$ cat config.mk
export PLATFORM = sky130hd
export DESIGN_NAME = chunked_addsub_unit
export DESIGN_NICKNAME = d
export VERILOG_FILES = /design/src/rtl/addsub_pkg.sv /design/src/rtl/addsub_slice.sv /design/src/rtl/chunked_addsub_unit.sv
export SDC_FILE = /design/constraint.sdc
export NUM_CORES = 1
export LEC_CHECK = 0
export CORE_MARGIN = 3
export CORE_UTILIZATION = 43
export CTS_CLUSTER_SIZE = 24
export DETAILED_ROUTE_END_ITERATION = 12
export PLACE_DENSITY = 0.67
export SLEW_MARGIN = 20
export SYNTH_ARGS = -nofsm -noshare
export SYNTH_HDL_FRONTEND = slang
export SYNTH_SLANG_ARGS = --single-unit
$ cat constraint.sdc
create_clock -name clk -period 4.05 [get_ports clk]
set_input_delay 0.81 -clock clk [delete_from_list [all_inputs] [get_ports clk]]
set_output_delay 0.81 -clock clk [all_outputs]
set_load 0.01 [all_outputs]
$ cat src/rtl/addsub_pkg.sv
// Shared types and helpers for the chunked adder/subtractor.
package addsub_pkg;

  typedef enum logic [1:0] {
    StIdle,
    StRun,
    StDone
  } addsub_state_e;

  // Width of the slice index; never zero, so a single-slice unit still has a 1-bit index.
  function automatic int unsigned idx_width(input int unsigned nchunk);
    return (nchunk <= 1) ? 1 : $clog2(nchunk);
  endfunction

endpackage

$ cat src/rtl/addsub_slice.sv
// CHUNK-bit ripple-carry slice; also exposes the carry into its top bit for overflow detection.
module addsub_slice #(
  parameter int unsigned CHUNK = 4
) (
  input  logic [CHUNK-1:0] a,
  input  logic [CHUNK-1:0] b,
  input  logic             cin,
  output logic [CHUNK-1:0] sum,
  output logic             cout,
  output logic             c_msb
);

  logic [CHUNK:0] w_c;

  // Ripple the carry bit by bit through the slice.
  always_comb begin
    w_c    = '0;
    w_c[0] = cin;
    sum    = '0;
    for (int i = 0; i < int'(CHUNK); i++) begin
      sum[i]   = a[i] ^ b[i] ^ w_c[i];
      w_c[i+1] = (a[i] & b[i]) | (w_c[i] & (a[i] ^ b[i]));
    end
  end

  assign cout  = w_c[CHUNK];
  assign c_msb = w_c[CHUNK-1];

endmodule

$ cat src/rtl/chunked_addsub_unit.sv
// Multi-cycle adder/subtractor: one CHUNK-bit slice per clock, valid/ready on both sides,
// carry/overflow/zero/negative flags and optional signed saturation.
module chunked_addsub_unit
  import addsub_pkg::*;
#(
  parameter int unsigned WIDTH = 16,
  parameter int unsigned CHUNK = 4
) (
  input  logic             clk,
  input  logic             reset,
  input  logic             in_valid,
  output logic             in_ready,
  input  logic [WIDTH-1:0] a,
  input  logic [WIDTH-1:0] b,
  input  logic             sub,
  input  logic             sat,
  output logic             out_valid,
  input  logic             out_ready,
  output logic [WIDTH-1:0] s,
  output logic             cout,
  output logic             ovf,
  output logic             zero,
  output logic             neg
);

  localparam int unsigned NChunk = WIDTH / CHUNK;
  localparam int unsigned IdxW   = idx_width(NChunk);

  localparam logic [WIDTH-1:0] SatNeg  = WIDTH'(1) << (WIDTH - 1);
  localparam logic [WIDTH-1:0] SatPos  = ~SatNeg;
  localparam logic [WIDTH-1:0] MaskLow = WIDTH'({CHUNK{1'b1}});

  addsub_state_e   r_state;
  logic [WIDTH-1:0] r_a;
  logic [WIDTH-1:0] r_b;
  logic             r_sat;
  logic             r_carry;
  logic [IdxW-1:0]  r_idx;
  logic [WIDTH-1:0] r_sum;
  logic [WIDTH-1:0] r_s;
  logic             r_cout;
  logic             r_ovf;
  logic             r_zero;
  logic             r_neg;
  logic             r_out_valid;

  logic [31:0]      w_shift;
  logic [CHUNK-1:0] w_a_slice;
  logic [CHUNK-1:0] w_b_slice;
  logic [CHUNK-1:0] w_slice_sum;
  logic             w_slice_cout;
  logic             w_slice_c_msb;
  logic [WIDTH-1:0] w_sum_next;
  logic             w_last;
  logic             w_ovf;
  logic [WIDTH-1:0] w_s_final;

  addsub_slice #(
    .CHUNK(CHUNK)
  ) u_slice (
    .a    (w_a_slice),
    .b    (w_b_slice),
    .cin  (r_carry),
    .sum  (w_slice_sum),
    .cout (w_slice_cout),
    .c_msb(w_slice_c_msb)
  );

  // Select the current slice of the operands and merge its sum into the accumulated result.
  always_comb begin
    w_shift    = 32'(r_idx) * CHUNK;
    w_a_slice  = CHUNK'(r_a >> w_shift);
    w_b_slice  = CHUNK'(r_b >> w_shift);
    w_sum_next = (r_sum & ~(MaskLow << w_shift)) | (WIDTH'(w_slice_sum) << w_shift);
    w_last     = (r_idx == IdxW'(NChunk - 1));
    // On the top slice c_msb is the carry into bit WIDTH-1.
    w_ovf      = w_slice_c_msb ^ w_slice_cout;
    w_s_final  = w_sum_next;
    if (r_sat && w_ovf) begin
      w_s_final = r_a[WIDTH-1] ? SatNeg : SatPos;
    end
  end

  // FSM with operand, carry and registered result/flag state.
  always_ff @(posedge clk or posedge reset) begin
    if (reset) begin
      r_state     <= StIdle;
      r_a         <= '0;
      r_b         <= '0;
      r_sat       <= 1'b0;
      r_carry     <= 1'b0;
      r_idx       <= '0;
      r_sum       <= '0;
      r_s         <= '0;
      r_cout      <= 1'b0;
      r_ovf       <= 1'b0;
      r_zero      <= 1'b0;
      r_neg       <= 1'b0;
      r_out_valid <= 1'b0;
    end else begin
      unique case (r_state)
        StIdle: begin
          if (in_valid) begin
            r_a     <= a;
            r_b     <= b ^ {WIDTH{sub}};
            r_sat   <= sat;
            r_carry <= sub;
            r_idx   <= '0;
            r_sum   <= '0;
            r_state <= StRun;
          end
        end
        StRun: begin
          r_sum   <= w_sum_next;
          r_carry <= w_slice_cout;
          r_idx   <= r_idx + IdxW'(1);
          if (w_last) begin
            r_idx       <= '0;
            r_s         <= w_s_final;
            r_cout      <= w_slice_cout;
            r_ovf       <= w_ovf;
            r_zero      <= (w_s_final == '0);
            r_neg       <= w_s_final[WIDTH-1];
            r_out_valid <= 1'b1;
            r_state     <= StDone;
          end
        end
        StDone: begin
          if (out_ready) begin
            r_out_valid <= 1'b0;
            r_state     <= StIdle;
          end
        end
        default: r_state <= StIdle;
      endcase
    end
  end

  assign in_ready  = (r_state == StIdle);
  assign out_valid = r_out_valid;
  assign s         = r_s;
  assign cout      = r_cout;
  assign ovf       = r_ovf;
  assign zero      = r_zero;
  assign neg       = r_neg;

endmodule

==> results of run 1 <==
-- metrics by stage --
step	util [%]	area [sq um]	cells	setup slack (ns)
CTS	54.14	4471	522	0.2110
finish	54.14	4471	522	0.1990
floorplan	-	3664	362	0.4338
detailed placement	52.00	4294	507	0.2083
global route	54.14	4471	522	0.01062
global placement	52.00	4294	507	0.3319
-- kinds of logic (layout without fill, tap and decap cells) --
logic type,Yosys count,in the layout
simple gates,130,130
compound gates,87,87
flops,73,73
buf+inv,35,90
xor+xnor,17,17
mux,12,12
fa+ha+maj,8,8
-- layer usage --
| layer | up-vias | part of all wire (%) |
|---|---|---|
| met3 | 11 | 5.1 |
| met2 | 75 | 47 |
| met1 | 1293 | 46 |
| met4 | 0 | 1.5 |
| li1 | 1354 | - |
| met5 | - | 0 |
-- worst max-delay path, cell delays in order, from the launching register on --
cell and delay [ns]:
dfrtp_1 0.36, buf_4 0.27, mux4_1 0.62, fa_1 0.43, fa_1 0.46, fa_1 0.52, xor2_2 0.32, and3_1 0.44
a211oi_1 0.11, a21o_1 0.21
-- placed cells by master, fill, tap and decap left out, drive strengths merged, types with 10 or more instances in the layout --
| master | instances |
|---|---|
| nor2b | 11 |
| clkbuf | 11 |
| clkdlybuf4s50 | 59 |
| dfrtp | 73 |
| o21ai | 40 |
| nand2 | 84 |
| a21oi | 10 |
| xnor2 | 16 |
| inv | 10 |
| nand3 | 12 |
-- cell type report --
cell class	count	area (sq um)
Inverter	10	37.54
Sequential cell	73	1827
Clock inverter	4	45.04
Timing Repair Buffer	65	635.6
Clock buffer	11	131.4
Tap cell	105	131.4
Multi-Input combinational cell	254	1663
Fill cell	768	3787
-- state kept, by name (all words and copies together), names as in the netlist --
register	flops
r_carry	1
r_idx	2
r_a	16
s	16
out_valid	1
r_sum	15
r_b	16
r_state	2
r_sat	1
ovf	1
cout	1
zero	1
-- power by group through the flow --
stage	clock network, mW	registers (mW)	logic (mW)
2_1_floorplan	0	1.22	1.51
4_1_cts	0.545	1.24	2.11
6_report	0.535	1.23	2.11
3_3_place_gp	0	1.24	2.07
3_5_place_dp	0	1.25	2.10
5_1_grt	0.580	1.27	2.35
-- worst min-delay path by stage --
stage                           to  slack, ns  cells after the start
6_report         s[12]$_DFFE_PP0P_       0.47                      2
5_1_grt          s[12]$_DFFE_PP0P_       0.49                      2
4_1_cts          s[12]$_DFFE_PP0P_       0.47                      2
3_5_place_dp     s[12]$_DFFE_PP0P_       0.46                      2
3_3_place_gp     s[12]$_DFFE_PP0P_       0.46                      2
2_1_floorplan  r_a[10]$_DFFE_PP0P_       0.44                      2
==> impl_metrics.json, run 1 <==
{
  "ys_seq_area_share_pct": 49.86,
  "yosys.area_share.simple_pct": 16.15,
  "arrival_ns": 4.09,
  "clock_latency_ns": 0.35,
  "status": "finished, final reports clean",
  "netlist_area_sq_um": 3664,
  "synthFlopType": "dfrtp_1",
  "syn_inst": 362,
  "path_max_fanout": 21,
  "maxCapViolCount": 0,
  "layout_min_cycle_time_ns": 3.851,
  "synth_compound_area_share_pct": 15.10,
  "dr.pass1.iters": 4,
  "synth_top_family_by_area": "simple AND/OR/NAND/NOR gates",
  "yosysMostFrequentCell": "nand2_1",
  "finalSetupViolations": 0,
  "synth_edf_count": 0,
  "met1_usage_pct": 22.75,
  "pwr-share-comb_pct": 54.4,
  "fmax_mhz": 259.7,
  "cts_hold_buf": 0,
  "rows": 33,
  "synth-seq-cells": 73,
  "numCtsBuffers": 9,
  "slew_headroom_pct": 30.12,
  "synth_warnings": 0,
  "critPathRequiredTime_ns": 4.29,
  "hpwl_mm": 5.781,
  "p_seq_share_pct": 31.8,
  "postCtsSetupBuffers": 0,
  "hold_class": "reg2reg",
  "ant_nets": 0,
  "synth.area.top_cells": "dfrtp_1, nand2_1, o21ai_0",
  "layout.nets": 459,
  "cts_tree": "done",
  "hold_start": "s[12]$_DFFE_PP0P_",
  "yosys.area_share.xor_xnor_pct": 4.269,
  "power_mw": 3.873,
  "grt_max_degree": 44,
  "synthMuxAreaShare_pct": 6.318,
  "ir_worst_vdd_mv": 0.4350,
  "htreeDepth": 3,
  "finalHoldViolCount": 0,
  "yosys.area.top_type": "dfrtp_1",
  "synth_fa_ha_area_share_pct": 3.552,
  "r2r_end": "s[10]$_DFFE_PP0P_",
  "r2r_cells": 9,
  "setup_tns_ns": 0,
  "synthTopCellsByCount": "nand2_1, dfrtp_1, o21ai_0, xnor2_1, nand3_1",
  "p_leak_nw": 2.024,
  "busiest_layer": "met2",
  "power.switching_mw": 1.641,
  "start_kind": "register",
  "grt_pass1_vias": 2738,
  "cts_sinks": 73,
  "yosys.cell_types.count": 45,
  "dieArea_sq_um": 9663,
  "r2r_start": "r_idx[1]$_DFFE_PP0P_",
  "critPathLaunch": "r_idx[1]$_DFFE_PP0P_",
  "holdWs_ns": 0.4674,
  "drt-initial-drc-count": 133,
  "io_pins": 60,
  "grt-ovfl-total": 0,
  "rsz0062_at_grt": "false",
  "critPathCapture": "s[10]$_DFFE_PP0P_",
  "switching_share_pct": 42.36,
  "die_y_microns": 98.30,
  "grt_pass1_wl_mm": 13.22,
  "tightestPinTransition_ns": 1.046,
  "cts_root_buf": "clkbuf_8",
  "async_flop_share_pct": 100.0,
  "final.setup_skew_ns": 0.006205,
  "drv_slew": 0,
  "yosysTopAreaCellShare_pct": 49.86,
  "vias_per_cell": 5.236,
  "met3_usage_pct": 4.286,
  "track_usage_pct": 17.17,
  "antenna_found_initial": 0,
  "path_clk_slew_ns": 0.07,
  "vias": 2733,
  "r2r_setup_slack_ns": 0.20,
  "criticalPathCategory": "reg2reg",
  "die_width_microns": 98.30,
  "core_sq_um": 8258,
  "drive_gt1_share_pct": 7.914,
  "p_per_area_nw_per_um2": 866.4,
  "wl_per_cell_microns": 15.11,
  "wl_mm": 7.890,
  "use_met2_pct": 27.61,
  "cts.repair.resized": 0,
  "syn-mean-instance-area_sq_um": 10.12,
  "syn-num-nets": 408,
  "clkPwrFrac_pct": 13.8,
  "diodes": 0,
  "internal_power_mw": 2.232,
  "synthToLayoutAreaGrowth_pct": 22.03,
  "initial_utilization_pct": 44.36,
  "cp-end-kind": "register",
  "drcViolationCount": 0,
  "gp_congestion": 0.8543,
  "min_period_over_period_pct": 95.09,
  "io_buffers": 59,
  "clockBufferDepth": 2
}
No activity file was read; power rests on OpenSTA's default activity.
==> run 2, diff against run 1 <==
Settings changed: SETUP_SLACK_MARGIN set to 0.02.
==> impl_metrics.json, run 2 (synthesis gave the netlist of run 1 again) <==
{
  "rows": 33,
  "hold_start": "s[12]$_DFFE_PP0P_",
  "r2r_setup_slack_ns": 0.29,
  "track_usage_pct": 17.17,
  "cts_root_buf": "clkbuf_8",
  "criticalPathCategory": "reg2reg",
  "p_per_area_nw_per_um2": 865.5,
  "finalHoldViolCount": 0,
  "cts_hold_buf": 0,
  "maxCapViolCount": 0,
  "grt_pass1_wl_mm": 13.22,
  "diodes": 0,
  "grt_max_degree": 44,
  "start_kind": "register",
  "dp_cells": 507,
  "critPathLaunch": "r_idx[1]$_DFFE_PP0P_",
  "pre_cts_slack_ns": 0.2083,
  "clock_latency_ns": 0.35,
  "wl_per_cell_microns": 15.11,
  "r2r_start": "r_idx[1]$_DFFE_PP0P_",
  "drt-met1-wl_mm": 3.620,
  "cts_tree": "done",
  "cts_sinks": 73,
  "slew_headroom_pct": 30.12,
  "hold_class": "reg2reg",
  "drcViolationCount": 0,
  "die_y_microns": 98.30,
  "gp_congestion": 0.8543,
  "ir_worst_vdd_mv": 0.4306,
  "htreeDepth": 3,
  "tightestPinTransition_ns": 1.046,
  "post_dp_cell_area_sq_um": 4294,
  "core_sq_um": 8258,
  "initial_utilization_pct": 44.36,
  "arrival_ns": 4.02,
  "r2r_end": "zero$_DFFE_PP0P_",
  "die_width_microns": 98.30,
  "final_common_cell": "nand2_1",
  "holdWs_ns": 0.4674,
  "grt-ovfl-total": 0,
  "fin_ws_ns": 0.2915,
  "final.setup_skew_ns": 0.006206,
  "rsz0062_at_grt": "false",
  "fmax_mhz": 266.1,
  "r2r_cells": 9,
  "grt_pass1_vias": 2738,
  "final_cell_mix": "nand2_1, dfrtp_1, clkdlybuf4s50_1",
  "layout.nets": 459,
  "wl_met3_microns": 424,
  "postCtsSetupBuffers": 0,
  "vias_per_cell": 5.238,
  "drt-initial-drc-count": 133,
  "hpwl_mm": 5.781,
  "clockBufferDepth": 2,
  "cts.repair.resized": 0,
  "p_leak_nw": 2.023,
  "drive_gt1_share_pct": 8.153,
  "final_cells": 522,
  "layout_min_cycle_time_ns": 3.759,
  "setup_tns_ns": 0,
  "io_pins": 60,
  "wl_met2_mm": 3.729,
  "whs_endpoint": "s[12]$_DFFE_PP0P_",
  "dr.pass1.iters": 4,
  "synthToLayoutAreaGrowth_pct": 22.06,
  "vias": 2734,
  "path_clk_slew_ns": 0.07,
  "hold_depth": 2,
  "ant_nets": 0,
  "top_layer_used": "met4",
  "cp-end-kind": "register",
  "dieArea_sq_um": 9663,
  "wl_mm": 7.890,
  "min_period_over_period_pct": 92.80,
  "critPathRequiredTime_ns": 4.31,
  "path_max_fanout": 21,
  "drv_slew": 0,
  "antenna_found_initial": 0,
  "numCtsBuffers": 9,
  "status": "finished, final reports clean",
  "io_buffers": 59,
  "finalSetupViolations": 0,
  "fillers": 767,
  "design_area_sq_um": 4472
}
[run 2: changes by cell type in the layout (fill, tap and decap cells not counted)]
cell    change
and3_1      -1
and3_2      +1
[run 2: worst max path at each step]
| stage | to |
|---|---|
| CTS | s[10]$_DFFE_PP0P_ |
| global route | zero$_DFFE_PP0P_ |
| global placement | zero$_DFFE_PP0P_ |
| floorplan | zero$_DFFE_PP0P_ |
| finish | zero$_DFFE_PP0P_ |
| detailed placement | s[10]$_DFFE_PP0P_ |
[run 2: worst max-delay path: stages (launching register included)]
cell,delay [ns]
dfrtp_1,0.36
buf_4,0.27
mux4_1,0.62
fa_1,0.43
fa_1,0.46
fa_1,0.52
xor2_2,0.24
a221oi_1,0.39
nand4b_1,0.16
o31ai_1,0.24
[run 2: power by group]
| group | total (mW) | internal (mW) | switching [mW] |
|---|---|---|---|
| Sequential | 1.23 | 1.05 | 0.183 |
| Clock | 0.535 | 0.278 | 0.256 |
| Combinational | 2.10 | 0.907 | 1.20 |
| Total | 3.87 | 2.23 | 1.64 |
[run 2: layout make-up]
cell class	count	area [sq um]	share of cell area, %
sequential	73	1827	40.85
multi-input combinational	254	1664	37.21
timing repair buffer	65	635.6	14.21
clock buffer	11	131.4	2.938
tap	105	131.4	2.938
clock inverter	4	45.04	1.007
inverter	10	37.54	0.8394
[run 2: routing by layer]
layer  vias to the layer above  global-route usage (%)
met1                      1292                   22.75
met2                        77                   27.61
met5                         -                       0
met3                        11                   4.286
li1                       1354                       -
met4                         0                   5.987
[run 2: metrics by stage]
step	total power, mW	util, %
CTS	3.891	54.14
detailed placement	3.351	52.00
global route	4.200	54.15
floorplan	2.732	-
global placement	3.306	52.00
finish	3.870	54.15
